$ cat config.mk
export PLATFORM = sky130hd
export DESIGN_NAME = leaf_user_bridge
export DESIGN_NICKNAME = d
export VERILOG_FILES = /design/src/rtl/leaf_user_bridge.sv
export SDC_FILE = /design/constraint.sdc
export NUM_CORES = 1
export LEC_CHECK = 0
export BUFFER_PORTS_ARGS = -buffer_cell sky130_fd_sc_hd__buf_2
export CAP_MARGIN = 40
export CORE_AREA = 2 2 253 255
export DETAILED_ROUTE_END_ITERATION = 10
export DIE_AREA = 0 0 255 257
export PLACE_DENSITY = 0.63
export SLEW_MARGIN = 25
export SYNTH_ARGS = -nofsm -noshare
export SYNTH_HDL_FRONTEND = slang
export SYNTH_SLANG_ARGS = --single-unit
$ cat constraint.sdc
create_clock -name clk -period 4.3 [get_ports clk]
set_input_delay 0.86 -clock clk [delete_from_list [all_inputs] [get_ports clk]]
set_output_delay 0.86 -clock clk [all_outputs]
set_load 0.05 [all_outputs]
$ cat src/rtl/leaf_user_bridge.sv
// -----------------------------------------------------------------------------
// leaf_user_bridge
//   Buffering bridge between leaf_interface and the user kernel of a leaf shell.
//   Every inbound (interface -> user) and outbound (user -> interface) channel
//   passes through a 2-entry skid buffer. The user-kernel reset is sequenced
//   from ap_start, and the BFT packet output is registered with resend squashing.
//
// Optional feature macro: LEAF_BRIDGE_STALL_CNT_EN
//   When defined, adds the stall_cnt port: one saturating 16-bit counter per
//   outbound channel, counting RUN cycles where the interface stalls a valid word.
//
// Ports
//   clk, reset_n          : clock, synchronous active-low reset
//   ap_start              : level start request (rising edge starts/restarts)
//   user_rst_n, busy      : user-kernel reset (active low), high while running
//   pkt_in, resend        : packet from leaf_interface, squash request
//   pkt_out               : registered packet to the BFT
//   if_din/if_vld/if_ack  : inbound channels, interface side
//   usr_dout/usr_vld/usr_ack : inbound channels, user side
//   usr_din/usr_ovld/usr_oack : outbound channels, user side
//   if_dout/if_ovld/if_oack  : outbound channels, interface side
//   stall_cnt             : per-outbound stall counters (macro only)
// -----------------------------------------------------------------------------

// 2-entry skid buffer. Entry 0 is always the head; entry 1 holds the second word.
module leaf_skid #(
  parameter int W = 32
) (
  input  logic         clk,
  input  logic         reset_n,
  input  logic         i_flush,
  input  logic [W-1:0] i_din,
  input  logic         i_vld,
  output logic         o_ack,
  output logic [W-1:0] o_dout,
  output logic         o_vld,
  input  logic         i_ack
);
  logic [1:0]   r_cnt;
  logic         r_ack;
  logic [W-1:0] r_e0;
  logic [W-1:0] r_e1;
  logic         w_push;
  logic         w_pop;
  logic [1:0]   w_cnt_next;

  assign w_push = i_vld & r_ack;
  assign w_pop  = i_ack & (r_cnt != 2'd0);

  assign o_ack  = r_ack;
  assign o_vld  = (r_cnt != 2'd0);
  assign o_dout = r_e0;

  always_comb begin
    // NOTE: assign every always_comb output a default first so no path can infer a latch.
    w_cnt_next = r_cnt;
    if (i_flush)               w_cnt_next = 2'd0;
    else if (w_push && !w_pop) w_cnt_next = r_cnt + 2'd1;
    else if (w_pop && !w_push) w_cnt_next = r_cnt - 2'd1;
  end

  // Ack is registered from the occupancy the buffer will have after this edge.
  always_ff @(posedge clk) begin
    // NOTE: sequential state uses non-blocking assignments so every register samples pre-edge values.
    if (!reset_n) begin
      r_cnt <= 2'd0;
      r_ack <= 1'b0;
    end else begin
      r_cnt <= w_cnt_next;
      r_ack <= !i_flush && (w_cnt_next != 2'd2);
    end
  end

  // NOTE: payload registers are not reset; the count alone qualifies them.
  always_ff @(posedge clk) begin
    case ({w_push, w_pop})
      2'b01: r_e0 <= r_e1;
      2'b10: begin
        if (r_cnt == 2'd0) r_e0 <= i_din;
        else               r_e1 <= i_din;
      end
      2'b11: begin
        if (r_cnt == 2'd1) begin
          r_e0 <= i_din;
        end else begin
          r_e0 <= r_e1;
          r_e1 <= i_din;
        end
      end
      default: ;
    endcase
  end
endmodule

module leaf_user_bridge #(
  parameter int PACKET_BITS     = 49,
  parameter int PAYLOAD_BITS    = 32,
  parameter int NUM_IN_PORTS    = 5,
  parameter int NUM_OUT_PORTS   = 3,
  parameter int RST_HOLD_CYCLES = 16
) (
  input  logic                                  clk,
  input  logic                                  reset_n,
  input  logic                                  ap_start,
  output logic                                  user_rst_n,
  output logic                                  busy,
  input  logic [PACKET_BITS-1:0]                pkt_in,
  input  logic                                  resend,
  output logic [PACKET_BITS-1:0]                pkt_out,
  input  logic [NUM_IN_PORTS*PAYLOAD_BITS-1:0]  if_din,
  input  logic [NUM_IN_PORTS-1:0]               if_vld,
  output logic [NUM_IN_PORTS-1:0]               if_ack,
  output logic [NUM_IN_PORTS*PAYLOAD_BITS-1:0]  usr_dout,
  output logic [NUM_IN_PORTS-1:0]               usr_vld,
  input  logic [NUM_IN_PORTS-1:0]               usr_ack,
  input  logic [NUM_OUT_PORTS*PAYLOAD_BITS-1:0] usr_din,
  input  logic [NUM_OUT_PORTS-1:0]              usr_ovld,
  output logic [NUM_OUT_PORTS-1:0]              usr_oack,
  output logic [NUM_OUT_PORTS*PAYLOAD_BITS-1:0] if_dout,
  output logic [NUM_OUT_PORTS-1:0]              if_ovld,
  input  logic [NUM_OUT_PORTS-1:0]              if_oack
`ifdef LEAF_BRIDGE_STALL_CNT_EN
  ,output logic [NUM_OUT_PORTS*16-1:0]          stall_cnt
`endif
);
  typedef enum logic [1:0] {
    ST_IDLE = 2'd0,
    ST_HOLD = 2'd1,
    ST_RUN  = 2'd2
  } state_t;

  state_t                 r_state;
  state_t                 w_state_next;
  logic                   r_ap_prev;
  logic                   r_start_rise;
  logic [7:0]             r_hold_cnt;
  logic [PACKET_BITS-1:0] r_pkt;
  logic                   w_flush;
  logic                   w_enter_hold;

  // Start edge is registered, so a rise sampled at edge N enters HOLD at N+1.
  always_ff @(posedge clk) begin
    if (!reset_n) begin
      r_state      <= ST_IDLE;
      r_ap_prev    <= 1'b0;
      r_start_rise <= 1'b0;
      r_hold_cnt   <= 8'd0;
      r_pkt        <= '0;
    end else begin
      r_state      <= w_state_next;
      r_ap_prev    <= ap_start;
      r_start_rise <= ap_start & ~r_ap_prev;
      if (w_enter_hold)
        r_hold_cnt <= 8'(RST_HOLD_CYCLES - 1);
      else if (r_state == ST_HOLD && r_hold_cnt != 8'd0)
        r_hold_cnt <= r_hold_cnt - 8'd1;
      r_pkt        <= resend ? '0 : pkt_in;
    end
  end

  always_comb begin
    w_state_next = r_state;
    user_rst_n   = 1'b0;
    busy         = 1'b0;
    case (r_state)
      ST_IDLE: if (r_start_rise) w_state_next = ST_HOLD;
      ST_HOLD: if (r_hold_cnt == 8'd0) w_state_next = ST_RUN;
      ST_RUN: begin
        user_rst_n = 1'b1;
        busy       = 1'b1;
        if (r_start_rise) w_state_next = ST_HOLD;
      end
      default: w_state_next = ST_IDLE;
    endcase
  end

  // Buffers are emptied on the very edge that leaves RUN, so no stale word
  // survives into the restarted kernel.
  assign w_flush      = (w_state_next != ST_RUN);
  assign w_enter_hold = (w_state_next == ST_HOLD) && (r_state != ST_HOLD);
  assign pkt_out      = r_pkt;

  for (genvar k = 0; k < NUM_IN_PORTS; k++) begin : g_in
    leaf_skid #(.W(PAYLOAD_BITS)) u_skid (
      .clk    (clk),
      .reset_n(reset_n),
      .i_flush(w_flush),
      .i_din  (if_din[k*PAYLOAD_BITS +: PAYLOAD_BITS]),
      .i_vld  (if_vld[k]),
      .o_ack  (if_ack[k]),
      .o_dout (usr_dout[k*PAYLOAD_BITS +: PAYLOAD_BITS]),
      .o_vld  (usr_vld[k]),
      .i_ack  (usr_ack[k])
    );
  end

  for (genvar k = 0; k < NUM_OUT_PORTS; k++) begin : g_out
    leaf_skid #(.W(PAYLOAD_BITS)) u_skid (
      .clk    (clk),
      .reset_n(reset_n),
      .i_flush(w_flush),
      .i_din  (usr_din[k*PAYLOAD_BITS +: PAYLOAD_BITS]),
      .i_vld  (usr_ovld[k]),
      .o_ack  (usr_oack[k]),
      .o_dout (if_dout[k*PAYLOAD_BITS +: PAYLOAD_BITS]),
      .o_vld  (if_ovld[k]),
      .i_ack  (if_oack[k])
    );

`ifdef LEAF_BRIDGE_STALL_CNT_EN
    logic [15:0] r_stall;
    always_ff @(posedge clk) begin
      if (!reset_n || w_enter_hold)
        r_stall <= 16'd0;
      else if (r_state == ST_RUN && if_ovld[k] && !if_oack[k] && r_stall != 16'hFFFF)
        r_stall <= r_stall + 16'd1;
    end
    assign stall_cnt[k*16 +: 16] = r_stall;
`endif
  end
endmodule

* Word level (Yosys, flattened, before mapping)
Index checks and enable logic that the tools add are counted.
** Cells by class
- $add $sub $neg :: 17
- Multipliers :: 0
- Divide/modulo/power cells :: 0
- $lt $le $gt $ge :: 0
- Eq/ne operators :: 69
- Shifts and indexed selects :: 0
- Muxes and demuxes :: 78
- Bitwise logic cells :: 19
- Reductions and logical operators :: 98
** Operators with widths (count)
- $mux W32 :: 32
- $pmux W32 S3 :: 8
- $pmux W32 S2 :: 8
- $mux W2 :: 26
- $ne A2 B2 Y1 const B :: 25
- $eq A2 B1 Y1 const B :: 18
- $eq A2 B2 Y1 const B :: 17
- $reduce_bool A2 Y1 :: 17
- $logic_and A1 B1 Y1 :: 26
- $reduce_and A3 Y1 :: 8
- $reduce_bool A3 Y1 :: 8
- $logic_not A2 Y1 :: 9
- $ne A2 B1 Y1 const B :: 9
- $and A1 B1 Y1 :: 17
- $logic_not A1 Y1 :: 17
- $add A2 B1 Y2 const B :: 8
- $reduce_and A2 Y1 :: 8
- $sub A2 B1 Y2 const B :: 8
- $logic_not A8 Y1 :: 1
- $mux W4 :: 2
- $reduce_bool A8 Y1 :: 1
- $sub A8 B1 Y8 const B :: 1
- $reduce_or A2 Y1 :: 3
- $pmux W2 S2 :: 1
- other kinds (2) :: 3
** Storage, ports and cells
- Register bits after elaboration :: 597
- Bits in latches :: 0
- RAM bits :: 0
- Memory bits (read-only) :: 0
- Bits of input ports :: 325
- Memories :: 0

* Depth between registers and ports, before layout
- Depth in word-level cells :: 8
- Mapped depth :: 8
- Depth with buffers taken out :: 6

* Cells and area by module
From an unflattened synthesis, not the netlist that was laid out.
** Second synthesis, totals
- Cell total of the unflattened synthesis :: 1176
- Area total of the unflattened synthesis :: 22535.4 µm²
** By module, submodules not included
- leaf_skid (g_in[1].u_skid ...) :: times used 7, cells an instance 126, area an instance 2556.2 µm²
- leaf_skid (g_in[0].u_skid) :: times used 1, cells an instance 127, area an instance 2721.4 µm²
- leaf_user_bridge :: times used 1, cells an instance 167, area an instance 1920.6 µm²

* Least setup slack after synthesis
Ideal clock, no wire load.
- Path kind :: input-to-reg
- From :: in if_vld[1]
- To :: reg g_in[1].u_skid.r_e1[0] (enable)
- Library setup time :: 0.470 ns
- Arrival time :: 3.427 ns
- Required time :: 3.830 ns
- Slack :: 0.402 ns
- Cell stages on the path :: 2
- Path buffers :: 0
- Cells stage by stage :: nand2_1 a211oi_1
** Between the ends
- Longest elaborated chain between the ends :: 4
** RTL lines
- from (decl) :: line 111 : input logic [NUM_IN_PORTS-1:0] if_vld,
- $and A1 B1 Y1 * :: line 47 : assign w_push = i_vld & r_ack;
- $eq A2 B2 Y1 :: line 76 : case ({w_push, w_pop})
- $ne A2 B2 Y1 (no line) or $reduce_bool A2 Y1 (tied branches)
- $reduce_and A3 Y1 (no line) *
- to (signal assigned) :: line 80 : else r_e1 <= i_din;
- to (signal assigned) :: line 87 : r_e1 <= i_din;
- to (decl) :: line 42 : logic [W-1:0] r_e1;
Mark *: on every way between the ends. The rest lies on a longest branch, timed or not.
A chain may end at the register's enable or synchronous reset.

* Final worst setup path
- From :: reg g_in[1].u_skid.r_cnt[0]
- To :: out usr_vld[1]
** Between the ends
- Longest elaborated chain between the ends :: 1
** RTL lines
- from (decl) :: line 39 : logic [1:0] r_cnt;
- from (signal assigned) :: line 69 : r_cnt <= w_cnt_next;
- $reduce_bool A2 Y1 :: line 51 : assign o_vld = (r_cnt != 2'd0);
- to (decl) :: line 114 : output logic [NUM_IN_PORTS-1:0] usr_vld,
No other way between the ends.

==> summary.md <==
| Metric | Value |
|---|---|
| DRT Pass-1 Iters | `5` |
| Cts repair resizes | `0` |
| Final WL | `50950 um` |
| Critical path class | `register to output port` |
| Hold WS | `0.3830 ns` |
| Clock Path Buffers | `3` |
| CTS clk-pin slew, worst paths | `0.07 ns` |
| Synth warn | `0` |
| Post-route antenna net violation count | `0` |
| Outcome | `finished, final reports clean` |
| Die width | `255 um` |
| Cell Area, Placed | `26590 um^2` |
| Worst hold path type | `register to register` |
| Initial antenna violation count | `16` |
| Largest net degree at the start of global routing | `50` |
| GPL Wtd Cong | `0.7778` |
| Worst path top cell family by delay | `buffers and inverters` |
| Non-filler cells in the finished layout | `2787` |
| Initial DRC Count | `667` |
| Syn_area_per_cell | `18.52 um^2` |
| IO Count | `648` |
| Post-layout power | `12.50 mW` |
| Place WS | `1.397 ns` |
| Synth Flop Type | `edfxtp_1` |
| Nets | `2223` |
| CTS tree | `built` |
| Max Slew Vio Count | `0` |
| Fmax | `370.0 MHz` |
| Root Driver | `clkbuf_16` |
| Core Box Area | `62740 um^2` |
| P_leak | `10.75 nW` |
| Synth Register Bits | `597` |
| Utilization after layout | `45.77%` |
| Die extent in y | `257 um` |
| CTS Buf Count | `61` |
| Share of cells above drive strength 1 | `54.97%` |
| RSZ-0062 raised after global routing | `no` |
| Post-synthesis async set-or-reset flop share | `0%` |
| Worst-Margin Slew | `0.7985 ns` |
| Setup TNS | `0 ns` |
| Pwr Density | `435.2 nW/um^2` |
| Worst Skew | `0.02060 ns` |
| Max-cap viol count | `0` |
| Crit. End Element | `output port` |
| Crit path required time | `3.44 ns` |
| Global-route wire length before repair | `76660 um` |
| Via Count | `12680` |
| Final WS setup | `1.597 ns` |
| Crit path top cell by count | `inv_1` |
| Final worst path period share | `62.85%` |
| Layout area overhead | `29.98%` |
| Wirelength per Cell | `18.28 um` |
| Vias in the first global route | `13460` |
| Grt ovf | `0` |
| Final routed DRC violation total | `0` |
| CP arrival | `1.84 ns` |
| Worst Path Max Fanout | `5` |
| Routed vias/inst | `4.550` |
| Worst setup SP type | `register` |
| Period minus WS final | `2.703 ns` |
| Peak VDD IR | `0.3311 mV` |
| All-layer global routing usage | `15.00%` |
| Clk_lat worst skew | `0.60 ns` |
| Clock H-tree levels | `2` |
| Synth cell types | `36` |
| Seq/Total Area, Yosys | `77.31%` |
| Syn Nets | `1536` |
| Critical Path Slowest Stage Cell | `dfxtp_1` |
| # setup viols final | `0` |
| Port Buf Inserts | `647` |
| Cells along the critical path | `inv_1 -> ha_1 -> inv_1 -> buf_2` |
| Post-Synthesis Cells | `1193` |
| Starting Density | `35.21%` |
| Max stage delay on crit path | `0.43 ns` |
| Slew margin rel. | `46.71%` |
| Clock sink count | `597` |
| Die ar. | `65540 um^2` |
| DP HPWL | `36630 um` |
| # Post-CTS Setup Buffers | `0` |
| Mapped Area | `22090 um^2` |
| Hold buffer count at cts | `0` |
| CP bufs+invs | `3` |
| Post-placement cell count | `2663` |
| Num rows | `92` |
| Fillers | `5490` |
| Count of final hold-check violations | `0` |
| Design area | `28710 um^2` |
| EDFF count, synth | `512` |
[cell usage in the layout (no fill, tap or decap), types with 6 or more instances in the layout]
cell,count
a211oi_1,17
dfxtp_1,85
buf_4,22
diode_2,11
buf_2,647
nor2_2,9
bufinv_16,6
and2_1,50
nor2_1,24
mux2_2,256
nand3_1,8
nand2b_1,9
mux2i_1,8
ha_1,18
inv_1,29
clkbuf_16,62
a21oi_1,9
nor2b_1,13
nor3_1,11
nand2_1,25
clkinv_2,12
clkbuf_1,8
a211oi_4,8
clkbuf_8,16
edfxtp_1,512
xnor2_1,17
[worst paths after layout]
path / cells past startpoint / from / slack (ns) / to
min reg2reg: 1 / r_ap_prev$_SDFF_PN0_ / 0.38 / r_start_rise$_SDFF_PN0_
max: 4 / g_in[1].u_skid.r_cnt[0]$_SDFF_PN0_ / 1.60 / usr_vld[1]
min: 1 / r_ap_prev$_SDFF_PN0_ / 0.38 / r_start_rise$_SDFF_PN0_
max reg2reg: 7 / g_in[0].u_skid.r_cnt[1]$_SDFF_PN0_ / 1.63 / g_in[0].u_skid.o_dout[1]$_DFFE_PP_
[report_power, final]
| part | switching [mW] | internal (mW) | total (mW) |
|---|---|---|---|
| clock network | 2.17 | 3.26 | 5.44 |
| registers | 0.0280 | 6.33 | 6.36 |
| logic | 0.454 | 0.244 | 0.698 |
[final cells by class]
type                            count  area [um^2]  area share, %
Clock buffer                       87         1807          6.293
Inverter                           29        108.9         0.3791
Clock inverter                     26        282.8         0.9849
Sequential cell                   597        17080          59.48
Multi-Input combinational cell    518         4837          16.85
Antenna cell                       11        27.53        0.09587
Tap cell                          846         1059          3.687
Timing Repair Buffer              673         3513          12.24
[cells in the mapped netlist, types with 5 or more instances]
cell type | instances | area [um^2]
edfxtp_1 | 512 | 15370
mux2_2 | 256 | 2883
dfxtp_1 | 85 | 1702
and2_1 | 50 | 312.8
nor2_1 | 33 | 123.9
clkbuf_1 | 30 | 112.6
inv_1 | 29 | 108.9
a211oi_1 | 25 | 187.7
nand2_1 | 25 | 93.84
ha_1 | 18 | 225.2
buf_4 | 17 | 127.6
xnor2_1 | 17 | 148.9
nor2b_1 | 13 | 81.33
nor3_1 | 11 | 55.05
a21oi_1 | 9 | 45.04
nand2b_1 | 9 | 56.30
mux2i_1 | 8 | 80.08
nand3_1 | 8 | 40.04
o21ai_0 | 8 | 40.04
a311oi_1 | 5 | 43.79
xor2_1 | 5 | 43.79
[metal layers]
layer	vias up	GRT usage [%]	wire [um]
met3	101	5.118	4349
met1	6206	16.82	19040
met5	-	0	89
li1	5893	-	-
met2	470	26.05	25910
met4	12	5.945	1565
[cells by family after synthesis]
kind of cell	count (synthesis)	synth area share (%)
buffers and inverters	78	1.654
xor gates and xnor gates	22	0.8723
muxes	264	13.41
and+or+nand+nor	155	3.750
AOI/OAI and AO/OA	59	1.983
adders and majority gates	18	1.020
DFF	597	77.31
[registers in the layout, indices dropped and copies added (netlist names), 2 cells and up]
name and flops:
g_in.u_skid.r_e1 160, r_hold_cnt 8, g_in.u_skid.o_ack 5, r_state 2, pkt_out 49, g_out.u_skid.r_cnt 6, g_in.u_skid.o_dout 160, g_out.u_skid.o_dout 96
g_in.u_skid.r_cnt 10, g_out.u_skid.o_ack 3, g_out.u_skid.r_e1 96
No activity file was read; power rests on OpenSTA's default activity.
